File: config.mk
export PLATFORM = sky130hd
export DESIGN_NAME = detector_colision_flat
export DESIGN_NICKNAME = d
export VERILOG_FILES = /design/src/rtl/detector_colision_if.sv /design/src/rtl/detector_colision.sv /design/src/flat_wrapper.sv
export SDC_FILE = /design/constraint.sdc
export NUM_CORES = 1
export LEC_CHECK = 0
export BUFFER_PORTS_ARGS = -buffer_cell sky130_fd_sc_hd__buf_2
export CAP_MARGIN = 30
export CORE_ASPECT_RATIO = 0.75
export CORE_UTILIZATION = 47
export DETAILED_ROUTE_END_ITERATION = 12
export PLACE_DENSITY = 0.81
export SYNTH_ARGS = -nofsm -noshare
export SYNTH_HDL_FRONTEND = slang
export SYNTH_SLANG_ARGS = --single-unit
export TNS_END_PERCENT = 50
File: constraint.sdc
create_clock -name clk -period 3.5 [get_ports clk]
set_clock_uncertainty 0.2 [all_clocks]
set_input_delay 0.875 -clock clk [delete_from_list [all_inputs] [get_ports clk]]
set_output_delay 0.875 -clock clk [all_outputs]
set_load 0.01 [all_outputs]
File: src/rtl/detector_colision_if.sv
// Link between the obstacle generator and the collision detector: generator
// strobe/type/display one way, game result and bonus pulse back.
interface detector_colision_if;
    logic        clk_obstaculos;
    logic [4:0]  tipo_obs;
    logic [20:0] display_obs;
    logic [1:0]  W_or_L;
    logic        bono_tomado;

    modport master (
        output clk_obstaculos, tipo_obs, display_obs,
        input  W_or_L, bono_tomado
    );

    modport slave (
        input  clk_obstaculos, tipo_obs, display_obs,
        output W_or_L, bono_tomado
    );
endinterface

File: src/rtl/detector_colision.sv
// Hero posture tracking plus collision / bonus decision when an obstacle
// reaches the hero digit; latches the game result until the game is left.
module detector_colision #(
    parameter int unsigned SALTO_TICKS = 3,
    parameter logic [2:0]  GAME        = 3'd3,
    parameter logic [2:0]  WL          = 3'd4,
    parameter logic [4:0]  TIPO_BONO   = 5'd16
) (
    input  logic                      clk,
    input  logic                      rst,
    detector_colision_if.slave        gen,
    input  logic [2:0]                presente,
    input  logic [1:0]                mundo,
    input  logic                      btn_saltar,
    input  logic                      btn_agachar,
    output logic [1:0]                heroe_estado
);
    typedef enum logic [1:0] {
        SUELO    = 2'b00,
        SALTO    = 2'b01,
        AGACHADO = 2'b10
    } heroe_t;

    localparam logic [1:0] K_NONE = 2'b00;
    localparam logic [1:0] K_LOW  = 2'b01;
    localparam logic [1:0] K_HIGH = 2'b10;
    localparam logic [1:0] K_BONO = 2'b11;
    localparam int         CW     = $clog2(SALTO_TICKS + 1);

    logic          prev_reg;
    logic          tick_d_reg;
    logic          saltar_prev_reg;
    logic [4:0]    tipo_prev_reg;
    logic [1:0]    kind_reg   [3];
    logic [1:0]    kind_shift [3];
    logic [1:0]    kind_in;
    logic [CW-1:0] cnt_reg;
    heroe_t        heroe_reg;
    logic [1:0]    wl_reg;
    logic          bono_reg;

    logic tick;
    logic en_juego;
    logic choque;
    logic gana;
    logic saltar_flanco;
    logic unused_display;

    // Only the entry digit matters; the other digits are display-only.
    assign unused_display = ^gen.display_obs[13:0];

    assign tick          = gen.clk_obstaculos & ~prev_reg;
    assign saltar_flanco = btn_saltar & ~saltar_prev_reg;
    assign en_juego      = (presente == GAME) || (presente == WL);

    always_comb begin
        kind_in = K_NONE;
        if (gen.tipo_obs == TIPO_BONO && tipo_prev_reg != TIPO_BONO)
            kind_in = K_BONO;
        else if (gen.display_obs[20:14] != 7'd0)
            kind_in = gen.tipo_obs[0] ? K_LOW : K_HIGH;
    end

    // Post-shift view of the pipeline: slot 0 is what sits at the hero digit.
    generate
        for (genvar gi = 0; gi < 2; gi++) begin : g_shift
            assign kind_shift[gi] = kind_reg[gi+1];
        end
    endgenerate
    assign kind_shift[2] = kind_in;

    // Evaluation uses the posture held before this cycle's FSM update.
    assign choque = en_juego && (wl_reg == 2'b00) && tick_d_reg &&
                    ((kind_shift[0] == K_LOW  && heroe_reg != SALTO) ||
                     (kind_shift[0] == K_HIGH && heroe_reg != AGACHADO));
    assign gana   = (presente == GAME) && (wl_reg == 2'b00) && (mundo == 2'd3);

    always_ff @(posedge clk) begin
        if (rst) begin
            prev_reg        <= 1'b0;
            tick_d_reg      <= 1'b0;
            saltar_prev_reg <= 1'b0;
            tipo_prev_reg   <= 5'd0;
            for (int i = 0; i < 3; i++) kind_reg[i] <= K_NONE;
            cnt_reg         <= '0;
            heroe_reg       <= SUELO;
            wl_reg          <= 2'b00;
            bono_reg        <= 1'b0;
        end else begin
            prev_reg        <= gen.clk_obstaculos;
            tick_d_reg      <= tick;
            saltar_prev_reg <= btn_saltar;
            bono_reg        <= 1'b0;
            if (!en_juego) begin
                tipo_prev_reg <= 5'd0;
                for (int i = 0; i < 3; i++) kind_reg[i] <= K_NONE;
                cnt_reg       <= '0;
                heroe_reg     <= SUELO;
                wl_reg        <= 2'b00;
            end else if (wl_reg == 2'b00) begin
                if (choque)
                    wl_reg <= 2'b01;
                else if (gana)
                    wl_reg <= 2'b10;

                if (tick_d_reg) begin
                    for (int i = 0; i < 3; i++) kind_reg[i] <= kind_shift[i];
                    tipo_prev_reg <= gen.tipo_obs;
                    bono_reg      <= (kind_shift[0] == K_BONO);
                end

                case (heroe_reg)
                    SUELO: begin
                        if (saltar_flanco) begin
                            heroe_reg <= SALTO;
                            cnt_reg   <= CW'(SALTO_TICKS);
                        end else if (btn_agachar) begin
                            heroe_reg <= AGACHADO;
                        end
                    end
                    SALTO: begin
                        if (tick_d_reg) begin
                            if (cnt_reg <= CW'(1)) begin
                                heroe_reg <= SUELO;
                                cnt_reg   <= '0;
                            end else begin
                                cnt_reg <= cnt_reg - CW'(1);
                            end
                        end
                    end
                    AGACHADO: begin
                        if (!btn_agachar) heroe_reg <= SUELO;
                    end
                    default: heroe_reg <= SUELO;
                endcase
            end
        end
    end

    assign gen.W_or_L      = wl_reg;
    assign gen.bono_tomado = bono_reg;
    assign heroe_estado    = heroe_reg;
endmodule

File: src/flat_wrapper.sv
// flat-port wrapper written by rule: the top's interface ports become plain ports
module detector_colision_flat 
#(
    parameter int unsigned SALTO_TICKS = 3,
    parameter logic [2:0]  GAME        = 3'd3,
    parameter logic [2:0]  WL          = 3'd4,
    parameter logic [4:0]  TIPO_BONO   = 5'd16
)
  (clk, rst, presente, mundo, btn_saltar, btn_agachar, heroe_estado, gen_clk_obstaculos, gen_tipo_obs, gen_display_obs, gen_W_or_L, gen_bono_tomado);
  detector_colision_if gen_i ();
  input  logic clk;
  input  logic rst;
  input  logic [2:0] presente;
  input  logic [1:0] mundo;
  input  logic btn_saltar;
  input  logic btn_agachar;
  output logic [1:0] heroe_estado;
  input wire logic [$bits(gen_i.clk_obstaculos)-1:0] gen_clk_obstaculos;
  input wire logic [$bits(gen_i.tipo_obs)-1:0] gen_tipo_obs;
  input wire logic [$bits(gen_i.display_obs)-1:0] gen_display_obs;
  output wire logic [$bits(gen_i.W_or_L)-1:0] gen_W_or_L;
  output wire logic [$bits(gen_i.bono_tomado)-1:0] gen_bono_tomado;
  assign gen_i.clk_obstaculos = gen_clk_obstaculos;
  assign gen_i.tipo_obs = gen_tipo_obs;
  assign gen_i.display_obs = gen_display_obs;
  assign gen_W_or_L = gen_i.W_or_L;
  assign gen_bono_tomado = gen_i.bono_tomado;
  detector_colision #(.SALTO_TICKS(SALTO_TICKS), .GAME(GAME), .WL(WL), .TIPO_BONO(TIPO_BONO)) u_core (.clk(clk), .rst(rst), .gen(gen_i), .presente(presente), .mundo(mundo), .btn_saltar(btn_saltar), .btn_agachar(btn_agachar), .heroe_estado(heroe_estado));
endmodule
==> report_table.html <==
<table>
<tr><th>Metric</th><th>Value</th></tr>
<tr><th colspan="2">CTS</th></tr>
<tr><td>Setup Buffers After CTS</td><td>0</td></tr>
<tr><td>CTS max path bufs</td><td>2</td></tr>
<tr><td>Post-cts gate resize count</td><td>0</td></tr>
<tr><td>Root Buffer Master</td><td>sky130_fd_sc_hd__clkbuf_4</td></tr>
<tr><td>Cts-stage hold buffer count</td><td>0</td></tr>
<tr><td>Number of clock sinks seen by CTS</td><td>19</td></tr>
<tr><td>Clock-pin slew reported for the worst setup and hold paths after clock tree synthesis</td><td>0.11 ns</td></tr>
<tr><td>TritonCTS clock tree</td><td>yes</td></tr>
<tr><td>Maximum level of the CTS H-tree</td><td>1</td></tr>
<tr><td>Source-to-sink clock delay at the later pin of the worst-skew pair</td><td>0.31 ns</td></tr>
<tr><td>Clock buffer count from CTS</td><td>3</td></tr>
<tr><th colspan="2">Die</th></tr>
<tr><td>Number of placement rows</td><td>12</td></tr>
<tr><td>Core region area</td><td>1580 um2</td></tr>
<tr><td>DIE HEIGHT</td><td>38.6 um</td></tr>
<tr><td>I/O pin cnt</td><td>41</td></tr>
<tr><td>Die Outline Area</td><td>1960 um2</td></tr>
<tr><td>Horizontal die dimension</td><td>50.8 um</td></tr>
<tr><td>Starting Density</td><td>0.533</td></tr>
<tr><th colspan="2">Place</th></tr>
<tr><td>Worst slack at placement</td><td>0.974 ns</td></tr>
<tr><td>HPWL after detailed placement</td><td>1.30 mm</td></tr>
<tr><td>DP Cell Count</td><td>135</td></tr>
<tr><td>PortBufs</td><td>26</td></tr>
<tr><td>Global placer's final weighted congestion</td><td>0.749</td></tr>
<tr><td>Placement Cell Area</td><td>992 um2</td></tr>
<tr><th colspan="2">Logic synthesis</th></tr>
<tr><td>Count of distinct cell types in the synthesized netlist</td><td>27</td></tr>
<tr><td>Top area cells in the synthesized netlist</td><td>sky130_fd_sc_hd__dfxtp_1 36%, sky130_fd_sc_hd__edfxtp_1 14%, sky130_fd_sc_hd__a21oi_1 5.4%</td></tr>
<tr><td>Part of the Yosys area used for sequential elements</td><td>0.500</td></tr>
<tr><td>Number of storage elements in the synthesis netlist</td><td>19</td></tr>
<tr><td>Netlist area before placement</td><td>841 um2</td></tr>
<tr><td>Synth warn</td><td>0</td></tr>
<tr><td>Post-synth top area cell</td><td>sky130_fd_sc_hd__dfxtp_1</td></tr>
<tr><td>Syn_nets</td><td>125</td></tr>
<tr><td>Post-synthesis instance total</td><td>89</td></tr>
<tr><td>Synthesized area per cell</td><td>9.45 um2</td></tr>
<tr><td>Top cell type's share of synthesized area</td><td>0.357</td></tr>
<tr><th colspan="2">GRT</th></tr>
<tr><td>Wire length of the first global-routing pass</td><td>2.70 mm</td></tr>
<tr><td>Overflow left after global routing</td><td>0</td></tr>
<tr><td>Largest net degree at the start of global routing</td><td>16</td></tr>
<tr><td>Number of antenna violations at the first check in global routing</td><td>0</td></tr>
<tr><td>GRT Resource Usage Total</td><td>0.204</td></tr>
<tr><td>Number of global-route vias before repair</td><td>634</td></tr>
<tr><th colspan="2">Setup path</th></tr>
<tr><td>Crit. End Element</td><td>flop</td></tr>
<tr><td>Critical path class</td><td>in2reg</td></tr>
<tr><td>Startpoint type of the worst setup path</td><td>primary input</td></tr>
<tr><td>Launch point of the worst path</td><td>presente[2]</td></tr>
<tr><td>Cells on worst reg2reg path</td><td>4</td></tr>
<tr><td>Setup slack, reg-to-reg</td><td>1.80 ns</td></tr>
<tr><td>Maximum fanout along the worst path</td><td>15</td></tr>
<tr><td>Startpoint of the worst register-to-register path</td><td>u_core.gen.W_or_L[1]$_SDFFE_PP0P_</td></tr>
<tr><td>Last element of the critical path</td><td>u_core.kind_reg[1][0]$_SDFFCE_PN0P_</td></tr>
<tr><td>Worst Path Arrival</td><td>2.09 ns</td></tr>
<tr><td>Destination of the worst register-to-register timing path</td><td>u_core.kind_reg[2][0]$_SDFFCE_PN0P_</td></tr>
<tr><td>Data required time of the worst path</td><td>3.37 ns</td></tr>
<tr><th colspan="2">Routing</th></tr>
<tr><td>Number of optimization iterations in the first detailed-route pass</td><td>4</td></tr>
<tr><td>Number of nets with antenna violations after detailed routing</td><td>0</td></tr>
<tr><td>Drt drc</td><td>0</td></tr>
<tr><td>Detailed router's first-iteration violation count</td><td>13</td></tr>
<tr><td>Via count</td><td>737</td></tr>
<tr><td>Routed wire length</td><td>1.68 mm</td></tr>
<tr><td>Routed wire length per instance</td><td>12.1 um</td></tr>
<tr><td>Drt via density</td><td>5.30</td></tr>
<tr><th colspan="2">Pwr</th></tr>
<tr><td>Maximum resistive drop on vdd</td><td>0.292 mV</td></tr>
<tr><td>Total power of the final layout</td><td>386 uW</td></tr>
<tr><td>Leakage component of the power</td><td>0.000430 uW</td></tr>
<tr><td>Areal power density over the cells</td><td>378 nW/um2</td></tr>
<tr><th colspan="2">Finish</th></tr>
<tr><td>Layout cells sized above 1</td><td>0.314</td></tr>
<tr><td>Number of flip-flops in the largest register</td><td>5</td></tr>
<tr><td>Summed area of non-filler cells in the final layout</td><td>1020 um2</td></tr>
<tr><td>Most used cells in the layout excluding fill and tap cells</td><td>26 x sky130_fd_sc_hd__buf_2, 15 x sky130_fd_sc_hd__dfxtp_1, 12 x sky130_fd_sc_hd__nand2_1</td></tr>
<tr><td>Final Net Count</td><td>155</td></tr>
<tr><td>Antenna diode count</td><td>0</td></tr>
<tr><td>Most common cell after layout, fill and taps aside</td><td>sky130_fd_sc_hd__buf_2</td></tr>
<tr><td>Layout-stage area growth over the synthesis result</td><td>21.3%</td></tr>
<tr><td>Final Instance Count excl. Fillers</td><td>139</td></tr>
<tr><th colspan="2">Timing</th></tr>
<tr><td>Slew at the pin closest to its max-slew limit</td><td>0.684 ns</td></tr>
<tr><td>Final critical-path required period</td><td>2.22 ns</td></tr>
<tr><td>Worst path setup slack after routing</td><td>1.28 ns</td></tr>
<tr><td>Max frequency</td><td>451 MHz</td></tr>
<tr><td>Fin. max-slew vios</td><td>0</td></tr>
<tr><td>Worst max-slew margin expressed relative to the limit</td><td>0.543</td></tr>
<tr><td>Setup violators final</td><td>0</td></tr>
<tr><td>Tcrit/Tclk final</td><td>0.633</td></tr>
<tr><td>Final hold violation count</td><td>0</td></tr>
<tr><td>Unrepaired setup endpoints after global routing</td><td>false</td></tr>
<tr><td>Accumulated negative setup slack</td><td>0 ns</td></tr>
<tr><th colspan="2">Run</th></tr>
<tr><td>Number of maximum-capacitance constraint violations</td><td>0</td></tr>
<tr><th colspan="2">Min path</th></tr>
<tr><td>Class of the worst hold path</td><td>reg2reg</td></tr>
<tr><th colspan="2">Status</th></tr>
<tr><td>Outcome</td><td>completed</td></tr>
</table>
==> layer usage <==
layer	vias up	wire [um]	track usage
met5	-	0	0
met4	0	35	0.125
li1	377	-	-
met2	24	754	0.337
met3	5	84	0.0824
met1	331	805	0.226
==> synth_stat cells (all sizes together) <==
cell and instances:
dfxtp 15, and3 1, nor2b 4, nor3b 1, nor4b 1, nand3 1
nand2 13, nor3 5, a21o 2, buf 1, or4 1, nor4 3
a211oi 1, nor2 9, edfxtp 4, o21ba 1, a21oi 9, and4b 1
a31oi 2, nand3b 3, and2 2, nand2b 6, o21ai 2, a22oi 1
==> critical path, cell delays in order <==
cell and delay, ns:
sky130_fd_sc_hd__buf_2 0.11, sky130_fd_sc_hd__nor4b_2 0.15, sky130_fd_sc_hd__a31oi_2 0.55, sky130_fd_sc_hd__nor2_1 0.19, sky130_fd_sc_hd__and2_1 0.20
==> through the flow <==
stage	hold slack [ns]	util
floorplan	0.167	-
global placement	0.169	0.629
detailed placement	0.176	0.629
CTS	0.193	0.647
global route	0.202	0.647
finish	0.190	0.647
==> final cells by class <==
| class | count | area (um2) |
|---|---|---|
| flip-flops and latches | 19 | 420 |
| clock buffers | 3 | 22.5 |
| clock inverters | 1 | 5.00 |
| well taps | 21 | 26.3 |
| repair buffers | 26 | 130 |
| multi-input cells | 69 | 415 |
| fillers | 146 | 557 |
==> how the worst min path moves through the flow <==
stage,startpoint,endpoint,cells after the start
finish,u_core.prev_reg$_SDFF_PP0_,u_core.tick_d_reg$_SDFF_PP0_,1
floorplan,u_core.prev_reg$_SDFF_PP0_,u_core.tick_d_reg$_SDFF_PP0_,1
detailed placement,u_core.prev_reg$_SDFF_PP0_,u_core.tick_d_reg$_SDFF_PP0_,1
global route,u_core.prev_reg$_SDFF_PP0_,u_core.tick_d_reg$_SDFF_PP0_,1
CTS,u_core.prev_reg$_SDFF_PP0_,u_core.tick_d_reg$_SDFF_PP0_,1
global placement,u_core.prev_reg$_SDFF_PP0_,u_core.tick_d_reg$_SDFF_PP0_,1
==> power breakdown <==
group | switching (uW) | internal (uW) | total (uW)
Sequential | 3.76 | 229 | 233
Clock | 70.3 | 42.7 | 113
Combinational | 20.9 | 19.0 | 39.9
Total | 95.0 | 291 | 386
==> logic make-up after synthesis <==
family	share of synthesized area
buffers and inverters	0.00595
flip-flops	0.500
AO/OA/AOI/OAI	0.135
AND/OR/NAND/NOR	0.359
(Power assumes the default switching activity.)
